$ cat src/rtl/ctrl_sequencer.sv
// ctrl_sequencer: multicycle control sequencer for the CPU datapath.
// Holds the control state register, decodes the instruction class in
// DECODE, latches it for later states, and drives all datapath enables and
// mux selects from the current state. Also keeps retired-instruction and
// cycle counters.
//
// Optional feature macro: CTRL_MEM_HANDSHAKE_EN
//   defined   : FETCH, LOAD4 and STORE4 hold until mem_ready is sampled high.
//   undefined : mem_ready is ignored and every memory state takes one cycle.
//
// Ports:
//   clk, reset        clock, synchronous active-high reset
//   opcode            instruction-register opcode field (used in DECODE only)
//   zero              ALU zero flag (consumed by the branch unit, unused here)
//   mem_ready         memory completion
//   state             current state code (reads 0 while reset is high)
//   pc_write .. imm_inject, alu_src_b, alu_op, pc_source
//                     datapath enables and mux selects
//   instr_done        one-cycle pulse in the retiring cycle
//   illegal_op        one-cycle pulse on an unknown opcode
//   instr_count       retired instructions since reset
//   cycle_count       cycles since reset
module ctrl_sequencer #(
  parameter int unsigned           OPCODE_W = 6,
  parameter logic [OPCODE_W-1:0]   OP_LD    = OPCODE_W'(6'h20),
  parameter logic [OPCODE_W-1:0]   OP_STR   = OPCODE_W'(6'h28),
  parameter logic [OPCODE_W-1:0]   OP_BEQ   = OPCODE_W'(6'h04),
  parameter logic [OPCODE_W-1:0]   OP_JUMP  = OPCODE_W'(6'h02),
  parameter logic [OPCODE_W-1:0]   OP_LDI   = OPCODE_W'(6'h3F),
  parameter logic [OPCODE_W-1:0]   OP_RTYPE = OPCODE_W'(6'h00),
  parameter logic [2:0]            RI_CLASS = 3'b001,
  parameter int unsigned           CNT_W    = 32
) (
  input  logic                clk,
  input  logic                reset,
  input  logic [OPCODE_W-1:0] opcode,
  input  logic                zero,
  input  logic                mem_ready,
  output logic [3:0]          state,
  output logic                pc_write,
  output logic                pc_write_cond,
  output logic                ir_write,
  output logic                mem_read,
  output logic                mem_write,
  output logic                i_or_d,
  output logic                reg_write,
  output logic                mem_to_reg,
  output logic                reg_dst,
  output logic                alu_src_a,
  output logic                imm_inject,
  output logic [1:0]          alu_src_b,
  output logic [1:0]          alu_op,
  output logic [1:0]          pc_source,
  output logic                instr_done,
  output logic                illegal_op,
  output logic [CNT_W-1:0]    instr_count,
  output logic [CNT_W-1:0]    cycle_count
);

  typedef enum logic [3:0] {
    S_FETCH   = 4'd0,
    S_DECODE  = 4'd1,
    S_IMM3    = 4'd2,
    S_ALU_R3  = 4'd3,
    S_ALU_RI3 = 4'd4,
    S_ALU4    = 4'd5,
    S_BRANCH3 = 4'd6,
    S_MEMREF3 = 4'd7,
    S_LOAD4   = 4'd8,
    S_STORE4  = 4'd9,
    S_LOAD5   = 4'd10,
    S_JUMP3   = 4'd11
  } state_t;

  typedef enum logic [2:0] {
    C_RTYPE = 3'd0,
    C_RI    = 3'd1,
    C_LDI   = 3'd2,
    C_BEQ   = 3'd3,
    C_LD    = 3'd4,
    C_STR   = 3'd5,
    C_JUMP  = 3'd6,
    C_ILL   = 3'd7
  } iclass_t;

  state_t  state_q, state_d;
  iclass_t cls_q;
  iclass_t dec_class;
  logic    mem_done;

  // Inputs this block deliberately does not consume in every build.
  logic unused_inputs;
  assign unused_inputs = ^{zero, mem_ready};

  // A memory state completes when the memory reports ready, or always when
  // the handshake is compiled out.
`ifdef CTRL_MEM_HANDSHAKE_EN
  assign mem_done = mem_ready;
`else
  assign mem_done = 1'b1;
`endif

  // Opcode class decode; LDI is matched before the RI class field so an
  // LDI encoding inside the RI group is still an immediate load.
  always_comb begin
    dec_class = C_ILL;
    if (opcode == OP_LDI)
      dec_class = C_LDI;
    else if (opcode == OP_RTYPE)
      dec_class = C_RTYPE;
    else if (opcode[OPCODE_W-1 -: 3] == RI_CLASS)
      dec_class = C_RI;
    else if (opcode == OP_BEQ)
      dec_class = C_BEQ;
    else if (opcode == OP_LD)
      dec_class = C_LD;
    else if (opcode == OP_STR)
      dec_class = C_STR;
    else if (opcode == OP_JUMP)
      dec_class = C_JUMP;
  end

  // State register and latched instruction class.
  always_ff @(posedge clk) begin
    if (reset) begin
      state_q <= S_FETCH;
      cls_q   <= C_RTYPE;
    end else begin
      state_q <= state_d;
      if (state_q == S_DECODE)
        cls_q <= dec_class;
    end
  end

  // Next-state and control decode; everything is held at 0 during reset.
  always_comb begin
    state_d       = state_q;
    pc_write      = 1'b0;
    pc_write_cond = 1'b0;
    ir_write      = 1'b0;
    mem_read      = 1'b0;
    mem_write     = 1'b0;
    i_or_d        = 1'b0;
    reg_write     = 1'b0;
    mem_to_reg    = 1'b0;
    reg_dst       = 1'b0;
    alu_src_a     = 1'b0;
    imm_inject    = 1'b0;
    alu_src_b     = 2'b00;
    alu_op        = 2'b00;
    pc_source     = 2'b00;
    instr_done    = 1'b0;
    illegal_op    = 1'b0;

    if (!reset) begin
      case (state_q)
        S_FETCH: begin
          mem_read  = 1'b1;
          alu_src_b = 2'b01;
          // IR load and PC increment only in the cycle the fetch completes.
          if (mem_done) begin
            ir_write = 1'b1;
            pc_write = 1'b1;
            state_d  = S_DECODE;
          end
        end
        S_DECODE: begin
          alu_src_b = 2'b11;
          case (dec_class)
            C_LDI:        state_d = S_IMM3;
            C_RTYPE:      state_d = S_ALU_R3;
            C_RI:         state_d = S_ALU_RI3;
            C_BEQ:        state_d = S_BRANCH3;
            C_LD, C_STR:  state_d = S_MEMREF3;
            C_JUMP:       state_d = S_JUMP3;
            default: begin
              illegal_op = 1'b1;
              state_d    = S_FETCH;
            end
          endcase
        end
        S_IMM3: begin
          reg_write  = 1'b1;
          imm_inject = 1'b1;
          instr_done = 1'b1;
          state_d    = S_FETCH;
        end
        S_ALU_R3: begin
          alu_src_a = 1'b1;
          alu_op    = 2'b10;
          state_d   = S_ALU4;
        end
        S_ALU_RI3: begin
          alu_src_a = 1'b1;
          alu_src_b = 2'b10;
          alu_op    = 2'b11;
          state_d   = S_ALU4;
        end
        S_ALU4: begin
          reg_write  = 1'b1;
          reg_dst    = (cls_q == C_RTYPE);
          instr_done = 1'b1;
          state_d    = S_FETCH;
        end
        S_BRANCH3: begin
          alu_src_a     = 1'b1;
          alu_op        = 2'b01;
          pc_write_cond = 1'b1;
          pc_source     = 2'b01;
          instr_done    = 1'b1;
          state_d       = S_FETCH;
        end
        S_MEMREF3: begin
          alu_src_a = 1'b1;
          alu_src_b = 2'b10;
          state_d   = (cls_q == C_STR) ? S_STORE4 : S_LOAD4;
        end
        S_LOAD4: begin
          mem_read = 1'b1;
          i_or_d   = 1'b1;
          if (mem_done)
            state_d = S_LOAD5;
        end
        S_STORE4: begin
          mem_write = 1'b1;
          i_or_d    = 1'b1;
          if (mem_done) begin
            instr_done = 1'b1;
            state_d    = S_FETCH;
          end
        end
        S_LOAD5: begin
          reg_write  = 1'b1;
          mem_to_reg = 1'b1;
          instr_done = 1'b1;
          state_d    = S_FETCH;
        end
        S_JUMP3: begin
          pc_write   = 1'b1;
          pc_source  = 2'b10;
          instr_done = 1'b1;
          state_d    = S_FETCH;
        end
        default: begin
          // Unused codes recover to FETCH and flag the event.
          illegal_op = 1'b1;
          state_d    = S_FETCH;
        end
      endcase
    end
  end

  assign state = reset ? 4'd0 : state_q;

  // Free-running cycle counter and retired-instruction counter.
  always_ff @(posedge clk) begin
    if (reset) begin
      instr_count <= '0;
      cycle_count <= '0;
    end else begin
      cycle_count <= cycle_count + CNT_W'(1);
      if (instr_done)
        instr_count <= instr_count + CNT_W'(1);
    end
  end

endmodule
$ cat config.mk
export PLATFORM = sky130hd
export DESIGN_NAME = ctrl_sequencer
export DESIGN_NICKNAME = d
export VERILOG_FILES = /design/src/rtl/ctrl_sequencer.sv
export SDC_FILE = /design/constraint.sdc
export NUM_CORES = 1
export LEC_CHECK = 0
export ABC_AREA = 1
export CORE_UTILIZATION = 41
export DETAILED_ROUTE_END_ITERATION = 16
export DONT_BUFFER_PORTS = 1
export MAX_ROUTING_LAYER = met4
export PLACE_DENSITY_LB_ADDON = 0.08
export SYNTH_ARGS = -nofsm -noshare
export SYNTH_HDL_FRONTEND = slang
export SYNTH_SLANG_ARGS = --single-unit
$ cat constraint.sdc
create_clock -name clk -period 3.4 [get_ports clk]
set_input_delay 0.51 -clock clk [delete_from_list [all_inputs] [get_ports clk]]
set_output_delay 0.51 -clock clk [all_outputs]
set_load 0.005 [all_outputs]
# Word-level counts from Yosys, hierarchy flattened
# Index checks and enable logic that the tools add are counted.
# totals
regBits,71
wordCells,89
inputBits,10
# op_classes
n_addsub,2
n_reduce_logical,15
n_eq_ne,24
mux,44
# ops
operator,count
adder 32 x 1 -> 32 bit (second input constant),2
two-way mux 1 bit,28
case mux 4 bit (6 select lines),1
case mux 4 bit (5 select lines),1
equality test 6 bit (second input constant),3
equality test 4 x 3 -> 1 bit (second input constant),4
equality test 4 bit (second input constant),4
equality test 3 bit (second input constant),4
two-way mux 3 bit,4
case mux 2 bit (3 select lines),2
OR reduction 2 bit,6
OR reduction 11 bit,1
two-way mux 2 bit,5
equality test 4 x 2 -> 1 bit (second input constant),2
OR reduction 7 bit,1
equality test 3 x 1 -> 1 bit (second input constant),2
equality test 3 x 2 -> 1 bit (second input constant),2
equality test 6 x 2 -> 1 bit (second input constant),1
equality test 6 x 3 -> 1 bit (second input constant),1
zero test 3 bit,2
zero test 6 bit,1
OR reduction 6 bit,1
equality test 4 x 1 -> 1 bit (second input constant),1
zero test 4 bit,1
5 further kinds,5

# Logic depth before layout (Yosys ltp)
# Gate-level depths: netlist of the first run.
# depth
depth_word,13
ltp_mapped,11
depth_no_buf,10

# Worst setup path after synthesis of the first run
# OpenSTA, ideal clock, no wires.
# synth_path
path_type,input -> output
start,input reset
end,output pc_source[0]
path_buffers,3
path_slack_ns,1.572
required_ns,2.890
t_arrival_ns,1.318
stages,4
cell_sequence,clkbuf_1 -> clkbuf_1 -> nor2_1 -> buf_4
# synth_between
elab_chain_len,1
# synth_rtl
item,line_no,text
from (decl),35,"input logic reset,"
two-way mux 2 bit,155,if (!reset) begin
to (decl),53,"output logic [1:0] pc_source,"
# Every way passes these cells.

# Final worst setup path of the first run
# layout_path
start,register state_q[1]
end,output instr_done
# layout_between
elab_chain_len,4
elab_cells_between_ends,9
# layout_rtl
item,line_no,text
from (decl),86,"state_t state_q, state_d;"
from (signal assigned),129,state_q <= state_d;
equality test 4 bit (tied with other cells),156,case (state_q)
OR reduction 6 bit (no line) *,--,
two-way mux 1 bit *,--,
two-way mux 1 bit *,155,
to (decl),54,"output logic instr_done,"
# Every way passes the cells marked *; elsewhere a longest branch is shown, timed or not.

==> impl_metrics.env, run 1 <==
export IMPL_worstPathArrival_ns=1.96
export IMPL_max_cap_viol_count=0
export IMPL_critPathCaptureType="output pin"
export IMPL_clkTransAtPathRegs_ns=0.08
export IMPL_vias=4336
export IMPL_min_from="reset"
export IMPL_drt_total_wl_um=11530
export IMPL_timing_rr_end="instr_count[16]"
export IMPL_cp_max_fo=16
export IMPL_firstDrtPassIters=5
export IMPL_reg2reg_depth=9
export IMPL_critPathBufInv=1
export IMPL_antennaDiodeCount=0
export IMPL_hold_path_class="in -> reg"
export IMPL_dp_cells=820
export IMPL_cts_num_sinks=71
export IMPL_ff_latch_area_um2=1421
export IMPL_rsz0062_at_grt="no"
export IMPL_worst_slew_pin_slew_ns=0.7894
export IMPL_critPathKind="reg -> out"
export IMPL_postRouteAntennaNets=0
export IMPL_wl_per_cell_um=13.79
export IMPL_syn_inst=703
export IMPL_grt_pass1_wl_um=18040
export IMPL_grt_overflow=0
export IMPL_holdPathEnd="cls_q[1]"
export IMPL_cellLeakagePower_nw=1.542
export IMPL_cp_slowest_cell="nor2_2"
export IMPL_yosysTopAreaCell="dfxtp_1"
export IMPL_reg2reg_slack_ns=1.29
export IMPL_antenna_found_initial=0
export IMPL_critPathTopFamily="simple AND/OR/NAND/NOR gates"
export IMPL_skew_ns=0.01206
export IMPL_port_buffers=0
export IMPL_r2r_start="state_q[1]"
export IMPL_fin_crit_sh_pct=72.56
export IMPL_cts_tree="done"
export IMPL_finalHoldViolCount=0
export IMPL_netlist_area_um2=4187
export IMPL_ctsHoldBuffers=0
export IMPL_synthToLayoutAreaGrowth_pct=7.711
export IMPL_max_stage_delay_ns=0.61
export IMPL_hold_depth=1
export IMPL_gp_congestion=0.8987
export IMPL_ys_warn_count=0
export IMPL_synth_edf_count=0
export IMPL_slew_headroom_pct=47.32
export IMPL_synth_async_reset_ratio_pct=0
export IMPL_ctsResizeCount=0
export IMPL_layout_common_cells="219 x nand2_1, 138 x nor2_1, 71 x dfxtp_1"
export IMPL_multi_input_area_um2=2416
export IMPL_peakVddDrop_v=0.0001655
export IMPL_dieArea_um2=10620
export IMPL_synth_top_area_share_pct=33.95
export IMPL_fin_ws_ns=0.9330
export IMPL_powerDensity_nw_per_um2=383.4
export IMPL_drv_slew=0
export IMPL_track_usage_pct=22.90
export IMPL_tns_ns=0
export IMPL_crit_path_cell_trace="inv_1 -> nor2_1 -> nand2_1 -> nand2_1 -> nor2_1 -> nor2_2"
export IMPL_setup_violations=0
export IMPL_num_rows=36
export IMPL_core_um2=9819
export IMPL_synth_ff_type="dfxtp_1"
export IMPL_cp_required_ns=2.89
export IMPL_synth_seq_area_share_pct=33.95
export IMPL_cp_start_kind="flip-flop"
export IMPL_ctsLongestPathBuffers=2
export IMPL_num_fill_cells=1065
export IMPL_yosysUniqueCellTypes=27
export IMPL_instances_no_fill=836
export IMPL_fp_dieH_um=103.1
export IMPL_root_buffer="clkbuf_8"
export IMPL_holdWs_ns=0.2149
export IMPL_drc=0
export IMPL_fin_crit_ns=2.467
export IMPL_htree_levels=3
export IMPL_viasPerCell=5.187
export IMPL_grt_pass1_vias=3755
export IMPL_die_w_um=103.1
export IMPL_grt_max_degree=75
export IMPL_drtIter0Drc=247
export IMPL_numCtsBuffers=9
export IMPL_insertion_delay_ns=0.36
export IMPL_ios=97
export IMPL_power_total_mw=1.729
export IMPL_syn_avg_cell_area_um2=5.955
export IMPL_post_cts_buffers=0
export IMPL_start_util_pct=42.64
export IMPL_final_common_cell="nand2_1"
export IMPL_nNetsFinal=710
export IMPL_dp_hpwl_um=8651
export IMPL_synth_area_leaders="dfxtp_1 34%, nand2_1 20%, nor2_1 12%"
export IMPL_place_ws_ns=1.321
export IMPL_status="completed"
export IMPL_layout_drive_gt1_share_pct=4.552
export IMPL_synth_fp_nets=715
export IMPL_max_freq_ghz=0.4053
export IMPL_ys_ff_latch=71
==> synth_stat cells (all sizes together) (5+ instances only) <==
library cell / n
nand3: 37
a31oi: 5
buf: 8
inv: 69
a21oi: 54
xor2: 9
nor2: 144
dfxtp: 71
o21ai: 16
clkbuf: 10
nor3: 20
nand3b: 8
nand2: 221
nand4: 14
==> worst reg2reg max path: stages, from the launching register on <==
cell	delay, ns
dfxtp_1	0.46
inv_1	0.11
nor2_1	0.14
nand2_1	0.11
nand2_1	0.08
nor2_1	0.08
nor2_2	0.61
buf_4	0.27
nand2_1	0.06
a21oi_1	0.12
==> power by group <==
| group | internal [mW] | switching [mW] |
|---|---|---|
| registers | 0.843 | 0.0164 |
| logic | 0.0266 | 0.0621 |
| clock network | 0.452 | 0.329 |
==> per-layer routing <==
layer | vias to the layer above | routed length [um] | global-route usage [%] | share of wire [%]
li1 | 2226 | - | - | -
met1 | 1921 | 5545 | 31.35 | 48
met2 | 172 | 4841 | 33.13 | 42
met3 | 17 | 956 | 4.136 | 8.3
met4 | 0 | 187 | 9.101 | 1.6
met5 | - | 0 | - | 0
==> flip-flops by register name, indices dropped and copies added, names as in the netlist <==
| register | flops |
|---|---|
| state_q | 4 |
| instr_count | 32 |
| cls_q | 3 |
| cycle_count | 32 |
==> kinds of logic after synthesis <==
| family | share of synthesized area, % |
|---|---|
| adder cells (fa/ha/maj) | 0.5976 |
| buffers and inverters | 8.338 |
| AO/OA/AOI/OAI | 9.653 |
| AND/OR/NAND/NOR | 44.95 |
| flip-flops | 33.95 |
| XOR/XNOR | 2.511 |
==> area by class of cell <==
class                      count  area share [%]
clock buffer                  11           3.357
clock inverter                 5           1.776
inverter                      69           5.744
multi-input combinational    545           53.58
sequential                    71           31.52
tap                          133           3.690
timing repair buffer           2          0.3330
==> stage by stage <==
stage | util [%] | area, um^2
2_1_floorplan | - | 4187
5_1_grt | 45.92 | 4509
3_5_place_dp | 43.57 | 4278
4_1_cts | 45.92 | 4509
3_3_place_gp | 43.57 | 4278
6_report | 45.92 | 4509
==> worst max path at each step <==
stage	from	to	slack, ns	depth (start not counted)
4_1_cts	state_q[1]	instr_done	0.92	6
6_report	state_q[1]	instr_done	0.93	6
3_3_place_gp	state_q[1]	instr_done	1.33	6
5_1_grt	state_q[1]	instr_done	0.80	6
3_5_place_dp	state_q[1]	instr_count[31]	1.32	9
2_1_floorplan	reset	pc_source[0]	1.57	4
(Power assumes the default switching activity.)
==> run 2, diff against run 1 <==
==> constraint.sdc (replaced) <==
create_clock -name clk -period 2.1 [get_ports clk]
set_input_delay 0.315 -clock clk [delete_from_list [all_inputs] [get_ports clk]]
set_output_delay 0.315 -clock clk [all_outputs]
set_load 0.005 [all_outputs]
==> run 2 against run 1 <==
Die area did not move. Largest power group unchanged. Register-to-register slack worse by 1.0 ns. First-iteration DRC count decreased by 26%. Via count grew 0.67%. Total power rose by 50%. Flip-flop and latch count unchanged. Sequential power rose by 62%. Largest cell class unchanged. Routed wire length is 2.0% higher. Sequential share of layout area about the same. Combinational power increased by 74%. Clock skew decreased by 0.0029 ns. Critical path depth up 1.
==> impl_metrics.env, run 2 (synthesized netlist as in run 1, its figures left out) <==
export IMPL_drt_total_wl_um=11770
export IMPL_peakVddDrop_v=0.0003182
export IMPL_power_switching_mw=0.6323
export IMPL_seq_power_share_pct=53.7
export IMPL_fp_dieH_um=103.1
export IMPL_numCtsBuffers=9
export IMPL_root_buffer="clkbuf_8"
export IMPL_wl_per_cell_um=13.97
export IMPL_hold_path_class="in -> reg"
export IMPL_startpoint="state_q[3]"
export IMPL_postRouteAntennaNets=0
export IMPL_p_int_mw=1.954
export IMPL_dieArea_um2=10620
export IMPL_rsz0062_at_grt="no"
export IMPL_clkTransAtPathRegs_ns=0.08
export IMPL_ctsLongestPathBuffers=2
export IMPL_vias=4365
export IMPL_cellLeakagePower_nw=1.558
export IMPL_switching_share_pct=24.45
export IMPL_finalHoldViolCount=0
export IMPL_antennaDiodeCount=0
export IMPL_grt_pass1_vias=3836
export IMPL_grt_max_degree=75
export IMPL_final_common_cell="nand2_1"
export IMPL_drv_slew=0
export IMPL_drtIter0Drc=184
export IMPL_combPwrFrac_pct=6.0
export IMPL_num_rows=36
export IMPL_max_freq_ghz=0.5122
export IMPL_viasPerCell=5.184
export IMPL_drc=0
export IMPL_powerDensity_nw_per_um2=572.3
export IMPL_layout_common_cells="219 x nand2_1, 137 x nor2_1, 69 x dfxtp_1"
export IMPL_reg_top3="cycle_count x32, instr_count x32, state_q x4"
export IMPL_core_um2=9819
export IMPL_cp_start_kind="flip-flop"
export IMPL_antenna_found_initial=0
export IMPL_fin_crit_sh_pct=92.97
export IMPL_critPathCaptureType="output pin"
export IMPL_ctsHoldBuffers=0
export IMPL_cp_max_fo=21
export IMPL_worstPathArrival_ns=1.64
export IMPL_fin_crit_ns=1.952
export IMPL_cts_tree="done"
export IMPL_power_total_mw=2.586
export IMPL_synthToLayoutAreaGrowth_pct=7.920
export IMPL_firstDrtPassIters=5
export IMPL_cts_num_sinks=71
export IMPL_critPathKind="reg -> out"
export IMPL_tns_ns=0
export IMPL_grt_pass1_wl_um=18470
export IMPL_gp_congestion=0.9213
export IMPL_timing_rr_end="instr_count[26]"
export IMPL_slew_headroom_pct=69.97
export IMPL_reg2reg_slack_ns=0.27
export IMPL_dp_hpwl_um=8918
export IMPL_max_cap_viol_count=0
export IMPL_insertion_delay_ns=0.35
export IMPL_port_buffers=0
export IMPL_ios=97
export IMPL_num_fill_cells=1128
export IMPL_track_usage_pct=23.43
export IMPL_clock_power_share_pct=40.3
export IMPL_ff_latch_area_um2=1424
export IMPL_grt_overflow=0
export IMPL_status="completed"
export IMPL_crit_end="instr_done"
export IMPL_cp_required_ns=1.78
export IMPL_setup_violations=0
export IMPL_worst_slew_pin_slew_ns=0.4471
export IMPL_skew_ns=0.009138
export IMPL_die_w_um=103.1
export IMPL_start_util_pct=42.64
export IMPL_reg2reg_depth=9
export IMPL_r2r_start="instr_count[1]"
export IMPL_multi_input_area_um2=2419
export IMPL_nNetsFinal=717
export IMPL_htree_levels=3
export IMPL_layout_drive_gt1_share_pct=5.501
[run 2: cell types whose count changed in the layout (fill, tap and decap cells not counted), sizes merged]
cell	delta
bufinv	-1
clkinvlp	-1
buf	+7
clkinv	+1
[run 2: area by class of cell]
class / count / share of cell area [%]
timing repair buffer: 9 / 1.579
tap: 133 / 3.683
sequential: 71 / 31.51
clock inverter: 4 / 1.052
multi-input combinational: 545 / 53.53
inverter: 69 / 5.732
clock buffer: 11 / 2.908
[run 2: per-stage QoR]
step	cells	hold slack [ns]	instance area [um^2]	worst slack (ns)	util [%]
6_report	842	0.03603	4518	0.1476	46.01
5_1_grt	842	0.01203	4518	0.02616	46.01
4_1_cts	842	0.009565	4509	0.03205	45.92
3_5_place_dp	827	0.3924	4330	0.2743	44.10
3_3_place_gp	827	0.3905	4330	0.3352	44.10
2_1_floorplan	703	0.4453	4187	0.5378	-
[run 2: worst min path at each step]
stage          startpoint               to  cells after the start
6_report            reset  instr_count[24]                      1
5_1_grt             reset  instr_count[19]                      1
4_1_cts             reset  instr_count[23]                      1
3_5_place_dp        reset  instr_count[25]                      1
3_3_place_gp        reset  instr_count[24]                      1
2_1_floorplan    cls_q[1]         cls_q[1]                      2
[run 2: critical path, cell delays in order (launching register included)]
cell,delay [ns]
dfxtp_1,0.43
inv_2,0.07
nor2_1,0.23
nand2_1,0.08
nand2_1,0.07
nor2_1,0.08
nor2_2,0.10
buf_6,0.21
[run 2: power groups by stage]
stage	sequential [mW]	clock (mW)	combinational (mW)
6_report	1.39	1.04	0.154
3_5_place_dp	1.42	0	0.154
3_3_place_gp	1.42	0	0.153
5_1_grt	1.39	1.15	0.174
4_1_cts	1.39	1.09	0.154
2_1_floorplan	1.41	0	0.144
[run 2: what timing repair did]
| item | CTS | global route |
|---|---|---|
| gates resized for setup | 0 | 4 |
| setup buffers | 0 | 0 |
| endpoints found under the hold margin | 0 | 0 |
| endpoints found under the setup margin | 0 | 5 |
[run 2: routing by layer]
layer | global-route usage, % | vias up | share of wire, %
li1 | - | 2241 | -
met3 | 5.017 | 8 | 8.2
met5 | - | - | 0
met4 | 8.667 | 0 | 1.0
met1 | 32.08 | 1994 | 49
met2 | 33.59 | 122 | 42
